--- config.mk ---
export PLATFORM = sky130hd
export DESIGN_NAME = gray_ptr_counter
export DESIGN_NICKNAME = d
export VERILOG_FILES = /design/src/rtl/gray_ptr_counter.sv
export SDC_FILE = /design/constraint.sdc
export NUM_CORES = 1
export LEC_CHECK = 0
export BUFFER_PORTS_ARGS = -buffer_cell sky130_fd_sc_hd__buf_4
export CAP_MARGIN = 20
export CELL_PAD_IN_SITES_DETAIL_PLACEMENT = 1
export CELL_PAD_IN_SITES_GLOBAL_PLACEMENT = 1
export CORE_ASPECT_RATIO = 1.5
export CORE_MARGIN = 2
export CORE_UTILIZATION = 25
export CTS_CLUSTER_DIAMETER = 80
export DETAILED_ROUTE_END_ITERATION = 8
export PLACE_DENSITY_LB_ADDON = 0.1
export SYNTH_ARGS = -nofsm -noshare
export SYNTH_HDL_FRONTEND = slang
export SYNTH_SLANG_ARGS = --single-unit
--- constraint.sdc ---
create_clock -name i_clk -period 2.9 [get_ports i_clk]
set_clock_uncertainty 0.15 [all_clocks]
set_input_delay 0.145 -clock i_clk [delete_from_list [all_inputs] [get_ports i_clk]]
set_output_delay 0.145 -clock i_clk [all_outputs]
set_load 0.01 [all_outputs]
--- src/rtl/gray_ptr_counter.sv ---
// gray_ptr_counter
//
// Registered Gray-code pointer counter for one clock domain of an asynchronous
// FIFO. A binary pointer and its Gray encoding are kept in lock-step registers.
// The Gray register is loaded from the Gray encoding of the *next* binary value,
// so o_gray never depends combinationally on the o_bin flops and is glitch-free
// when it crosses into the other domain. The block also registers a binary
// decode of the already-synchronised remote Gray pointer for full/empty maths.
//
// Parameters:
//   WIDTH - pointer width in bits (>= 2): FIFO address bits plus one wrap bit
//   INIT  - binary reset value of the pointer (< 2**WIDTH)
//
// Ports:
//   i_clk         - domain clock, all state updates on the rising edge
//   i_rst         - synchronous active-high reset
//   i_inc         - advance the pointer by one this cycle
//   i_load        - load the pointer from i_load_bin (wins over i_inc)
//   i_load_bin    - binary load value
//   i_gray_remote - remote Gray pointer, already synchronised into this domain
//   o_bin         - registered binary pointer
//   o_gray        - registered Gray pointer, always gray(o_bin)
//   o_wrap        - one-cycle pulse when the pointer wraps from all-ones to 0
//   o_remote_bin  - registered binary decode of i_gray_remote

module gray_ptr_counter #(
    parameter int unsigned WIDTH = 4,
    parameter int unsigned INIT  = 0
) (
    input  logic             i_clk,
    input  logic             i_rst,
    input  logic             i_inc,
    input  logic             i_load,
    input  logic [WIDTH-1:0] i_load_bin,
    input  logic [WIDTH-1:0] i_gray_remote,
    output logic [WIDTH-1:0] o_bin,
    output logic [WIDTH-1:0] o_gray,
    output logic             o_wrap,
    output logic [WIDTH-1:0] o_remote_bin
);

    localparam logic [WIDTH-1:0] InitBin  = INIT[WIDTH-1:0];
    localparam logic [WIDTH-1:0] IncStep  = WIDTH'(1);

    // Binary to Gray: each Gray bit is the XOR of adjacent binary bits.
    function automatic logic [WIDTH-1:0] bin2gray(input logic [WIDTH-1:0] b);
        logic [WIDTH-1:0] g;
        g[WIDTH-1] = b[WIDTH-1];
        for (int i = 0; i < WIDTH - 1; i++) begin
            g[i] = b[i+1] ^ b[i];
        end
        return g;
    endfunction

    // Gray to binary: prefix XOR evaluated from the MSB downwards.
    function automatic logic [WIDTH-1:0] gray2bin(input logic [WIDTH-1:0] g);
        logic [WIDTH-1:0] b;
        b[WIDTH-1] = g[WIDTH-1];
        for (int i = WIDTH - 2; i >= 0; i--) begin
            b[i] = b[i+1] ^ g[i];
        end
        return b;
    endfunction

    localparam logic [WIDTH-1:0] InitGray = bin2gray(InitBin);

    logic [WIDTH-1:0] bin_q, bin_d;
    logic [WIDTH-1:0] gray_q, gray_d;
    logic             wrap_q, wrap_d;
    logic [WIDTH-1:0] remote_bin_q, remote_bin_d;

    always_comb begin
        bin_d  = bin_q;
        wrap_d = 1'b0;

        if (i_load) begin
            bin_d = i_load_bin;
        end else if (i_inc) begin
            bin_d  = bin_q + IncStep;
            // Wrap happens exactly when the current pointer is all-ones.
            wrap_d = &bin_q;
        end

        // Gray is derived from the next binary value and registered, never
        // decoded from the bin_q flops on the output side.
        gray_d       = bin2gray(bin_d);
        remote_bin_d = gray2bin(i_gray_remote);
    end

    always_ff @(posedge i_clk) begin
        if (i_rst) begin
            bin_q        <= InitBin;
            gray_q       <= InitGray;
            wrap_q       <= 1'b0;
            remote_bin_q <= '0;
        end else begin
            bin_q        <= bin_d;
            gray_q       <= gray_d;
            wrap_q       <= wrap_d;
            remote_bin_q <= remote_bin_d;
        end
    end

    assign o_bin        = bin_q;
    assign o_gray       = gray_q;
    assign o_wrap       = wrap_q;
    assign o_remote_bin = remote_bin_q;

endmodule

# [Yosys cells after proc, flatten, opt, wreduce, memory -nomap -nowiden]
# Cells that the tools add are included.
[op_classes] n_reduce_logical=2 bitwise_logic=7 add_sub_neg=1 mux=2
[ops] operator="two-way mux 4 bit" count=2
[ops] operator="XOR 1 bit" count=6
[ops] operator="adder 4 x 1 -> 4 bit (second input constant)" count=1
[ops] operator="AND reduction 4 bit" count=1
[ops] operator="OR reduction 3 bit" count=1
[ops] operator="inverter 1 bit" count=1
[word_totals] out_inout_bits=13 regBits=13 input_bits=12 word_cells=16

# [Depth between registers and ports, before layout]
[depth] word_depth=4 depth_mapped=5 mapped_depth_nobuf=5

# [Worst setup path after synthesis]
# Ideal clock, no wire load.
[synth_timing] path_type="register to register" start="register bin_q[0], in the netlist o_bin[0]" end="register gray_q[1], in the netlist o_gray[1]" slack_ps=1248 required_ps=2622 path_stages_with_launch=6 setup_ps=128 path_buffers=0 synth_period_minus_slack_ps=1652 arrival_time_ps=1375 path_cell_list="dfxtp_1 > ha_1 > mux2_1 > mux2i_2 > xor2_1 > nor2_1"
[synth_between] elab_chain_len=4
[synth_rtl] element="from (decl)" line="67" text="logic [WIDTH-1:0] bin_q, bin_d;"
[synth_rtl] element="from (signal assigned)" line="92" text="bin_q <= InitBin;"
[synth_rtl] element="from (signal assigned)" line="97" text="bin_q <= bin_d;"
[synth_rtl] element="adder 4 x 1 -> 4 bit" line="79" text="bin_d = bin_q + IncStep;"
[synth_rtl] element="two-way mux 4 bit" line="78" text="end else if (i_inc) begin"
[synth_rtl] element="two-way mux 4 bit" line="76" text="if (i_load) begin"
[synth_rtl] element="XOR 1 bit" line="50" text="g[i] = b[i+1] ^ b[i];"
[synth_rtl] element="to (signal assigned)" line="93" text="gray_q <= InitGray;"
[synth_rtl] element="to (signal assigned)" line="98" text="gray_q <= gray_d;"
[synth_rtl] element="to (decl)" line="68" text="logic [WIDTH-1:0] gray_q, gray_d;"
# Every way passes these cells.
# A chain may end at the register's enable or synchronous reset.

# [Worst setup path in the final report]
# Same ends and word-level chain as after synthesis.

==> run_results.csv <==
group,metric,value,unit
sta,hold_viol,0,
critical_path,reg2reg_depth,5,
routing,routed_wirelength,1042,µm
critical_path,path_class,"reg -> reg",
final_layout,drive_gt1_share,43.24,%
critical_path,rr_endpoint,"o_gray[1]",
critical_path,crit_buf_inv,0,
routing,drtIter0Drc,1,
floorplanning,die_h,58.39,µm
synthesis,async_flop_share,0,%
routing,ant_nets,0,
clock_network,htreeDepth,1,
clock_network,cts_made_buffers,3,
global_route,antenna_found_initial,0,
placement,gp_congestion,0.6100,
sta,finalCritPeriodShare,58.81,%
hold_path,holdCritStartpoint,"i_load_bin[1]",
final_layout,instances_no_fill,95,
global_route,grt_pass1_vias,417,
pwr,combPwrFrac,21.7,%
placement,dp.cells,87,
synthesis,yosysSeqAreaShare,48.73,%
synthesis,synth_top_area_share,48.73,%
pwr,clkPwrFrac,32.2,%
synthesis,synth_seq_cells,12,
routing,vias_per_cell,4.400,
critical_path,critPathMaxStageDelay,0.40,ns
pwr,powerDensity,533.5,mW/mm²
global_route,grt_pass1_wl,1731,µm
final_layout,area_growth,53.55,%
synthesis,synth_cells,45,
critical_path,slowest_stage,"dfxtp_1",
floorplanning,start_util,26.59,%
pwr,p_sw_share,24.15,%
hold_path,min_path_cells,3,
critical_path,reg2reg_from,"o_bin[0]",
synthesis,yosysMostFrequentCell,"dfxtp_1",
synthesis,yosys_warnings,0,
clock_network,cts_resized,0,
clock_network,cts_tree,"built",
pwr,irDropWorstVdd,0.2512,mV
pwr,p_int,0.0003063,W
critical_path,worstPathRequired,2.91,ns
synthesis,synth.distinct_cells,17,
critical_path,crit_chain,"ha_1, mux2_1, mux2i_2, xor2_1, nor2_1",
critical_path,path_max_fanout,4,
pwr,p_switching,0.00009754,W
global_route,grt_max_degree,13,
routing,drc,0,
global_route,track_usage,10.69,%
routing,drt_first_pass_iters,2,
synthesis,synth-edff-count,0,
sta,setup_tns,0,ns
hold_path,hp-class,"in -> reg",
pwr,total_power,0.0004039,W
sta,rsz0062_at_grt,"false",
synthesis,yosys-top-cells-count,"12 x dfxtp_1, 8 x nor2_1, 4 x xor2_1",
routing,dr_total_vias,418,
critical_path,worst_setup_path_start_kind,"register",
global_route,overflow,0,
synthesis,syn-cell-area,493.0,µm²
synthesis,synth_flop_cell,"dfxtp_1",
synthesis,postSynthAreaPerCell,10.95,µm²
clock_network,postCtsHoldBufs,4,
synthesis,syn_nets,58,
critical_path,crit_cells,5,
floorplanning,die_w,40.26,µm
clock_network,clk_pin_slew,0.08,ns
clock_network,clock_latency,0.26,ns
sta,worst_pin_slew,0.2732,ns
run_status,status,"completed",
floorplanning,io-pin-count,25,
critical_path,cp_top_family,"multiplexers",
pwr,leakage,0.3516,nW
clock_network,cts_setup_buffers,0,
flow_run,drv_cap,0,
hold_path,whs_endpoint,"o_bin[1]",
sta,setup-violations-final,0,
placement,portBuffers,24,
final_layout,nNetsFinal,88,
floorplanning,dieArea,0.002350,mm²
floorplanning,num_rows,19,
synthesis,synth_largest_area_cell,"dfxtp_1",
sta,slew_viol_final,0,
final_layout,diodes,0,
pwr,pwr-share-seq,46.1,%
routing,post_drt_wl_per_cell,10.97,µm
clock_network,root_buffer,"clkbuf_4",
sta,max_slew_margin,81.43,%
placement,dp_hpwl,787.5,µm
floorplanning,core_region_area,0.001854,mm²
critical_path,crit_arrival,1.72,ns
sta,period_needed,1.706,ns
critical_path,endpoint_kind,"register",
synthesis,synth_area_leaders,"dfxtp_1 49%, xor2_1 7.1%, nor2_1 6.1%",
critical_path,rrSetupSlack,1.19,ns
sta,fmax,586.3,MHz
clock_network,clock_sinks,12,
clock_network,cts_buffer_depth,2,
-- metrics by stage --
stage	hold WS, ns	worst slack (ns)	cell area [µm²]	util [%]
final	0.01934	1.194	757.0	40.82
after global routing	0.03697	1.060	757.0	40.82
after CTS	0.01842	1.169	757.0	40.82
after detailed placement	0.2399	1.190	680.7	36.71
after global placement	0.2285	1.163	680.7	36.71
after floorplan	0.06231	1.248	493.0	-
-- per-layer routing --
metal | track usage, % | vias up | share of wire, %
li1 | - | 206 | -
met1 | 12.11 | 193 | 41
met2 | 17.05 | 17 | 49
met3 | 3.396 | 2 | 8.3
met4 | 5.714 | 0 | 1.2
met5 | 0 | - | 0
-- cell families after synthesis --
kind of cell,Yosys count,synth area share [%]
mux,5,11.67
fa+ha+maj,1,2.538
compound gates,1,2.031
buf+inv,3,3.805
xor+xnor,7,12.44
flops,12,48.73
simple gates,16,18.78
-- state kept, by name, summed over array words and instances, names as in the netlist --
register,cells
o_bin,4
o_gray,3
o_remote_bin,4
o_wrap,1
-- cell type report --
type	count	area [µm²]
Multi-Input combinational cell	30	234.0
Clock buffer	4	36.28
Tap cell	21	26.28
Timing Repair Buffer	28	220.2
Fill cell	233	1097
Sequential cell	12	240.2
-- worst register-to-register path: cells and delay by family, from the launching register on --
family	cells	cell delay, ns
mux	2	0.56
flops	1	0.40
fa+ha+maj	1	0.25
xor+xnor	1	0.19
simple gates	1	0.06
-- power by group through the flow --
stage / Combinational [W] / Clock, W / Sequential, W
after floorplan: 0.0000374 / 0 / 0.000197
after global placement: 0.0000851 / 0 / 0.000190
after detailed placement: 0.0000844 / 0 / 0.000191
after CTS: 0.0000892 / 0.000137 / 0.000187
after global routing: 0.0000975 / 0.000146 / 0.000188
final: 0.0000876 / 0.000130 / 0.000186
-- how the worst max path moves through the flow --
| stage | slack [ns] | start | end |
|---|---|---|---|
| after CTS | 1.17 | o_bin[0] | o_gray[1] |
| after detailed placement | 1.19 | o_bin[0] | o_gray[1] |
| after global placement | 1.16 | o_bin[0] | o_gray[1] |
| after floorplan | 1.25 | o_bin[0] | o_gray[1] |
| final | 1.19 | o_bin[0] | o_gray[1] |
| after global routing | 1.06 | o_bin[0] | o_gray[1] |
-- cell usage in the layout (no fill, tap or decap) --
master / count
buf_4: 24
nor2b_4: 1
ha_1: 1
nand4_1: 1
clkbuf_8: 1
xnor2_1: 3
nand2_1: 1
dlygate4sd3_1: 4
nor2b_1: 3
mux2i_1: 1
clkbuf_4: 3
xor2_1: 4
dfxtp_1: 12
mux2i_2: 1
nor4bb_1: 2
mux2_2: 2
mux2_1: 1
a221o_1: 1
nor2_1: 8
Note: power is estimated with default switching activity, not from simulation.
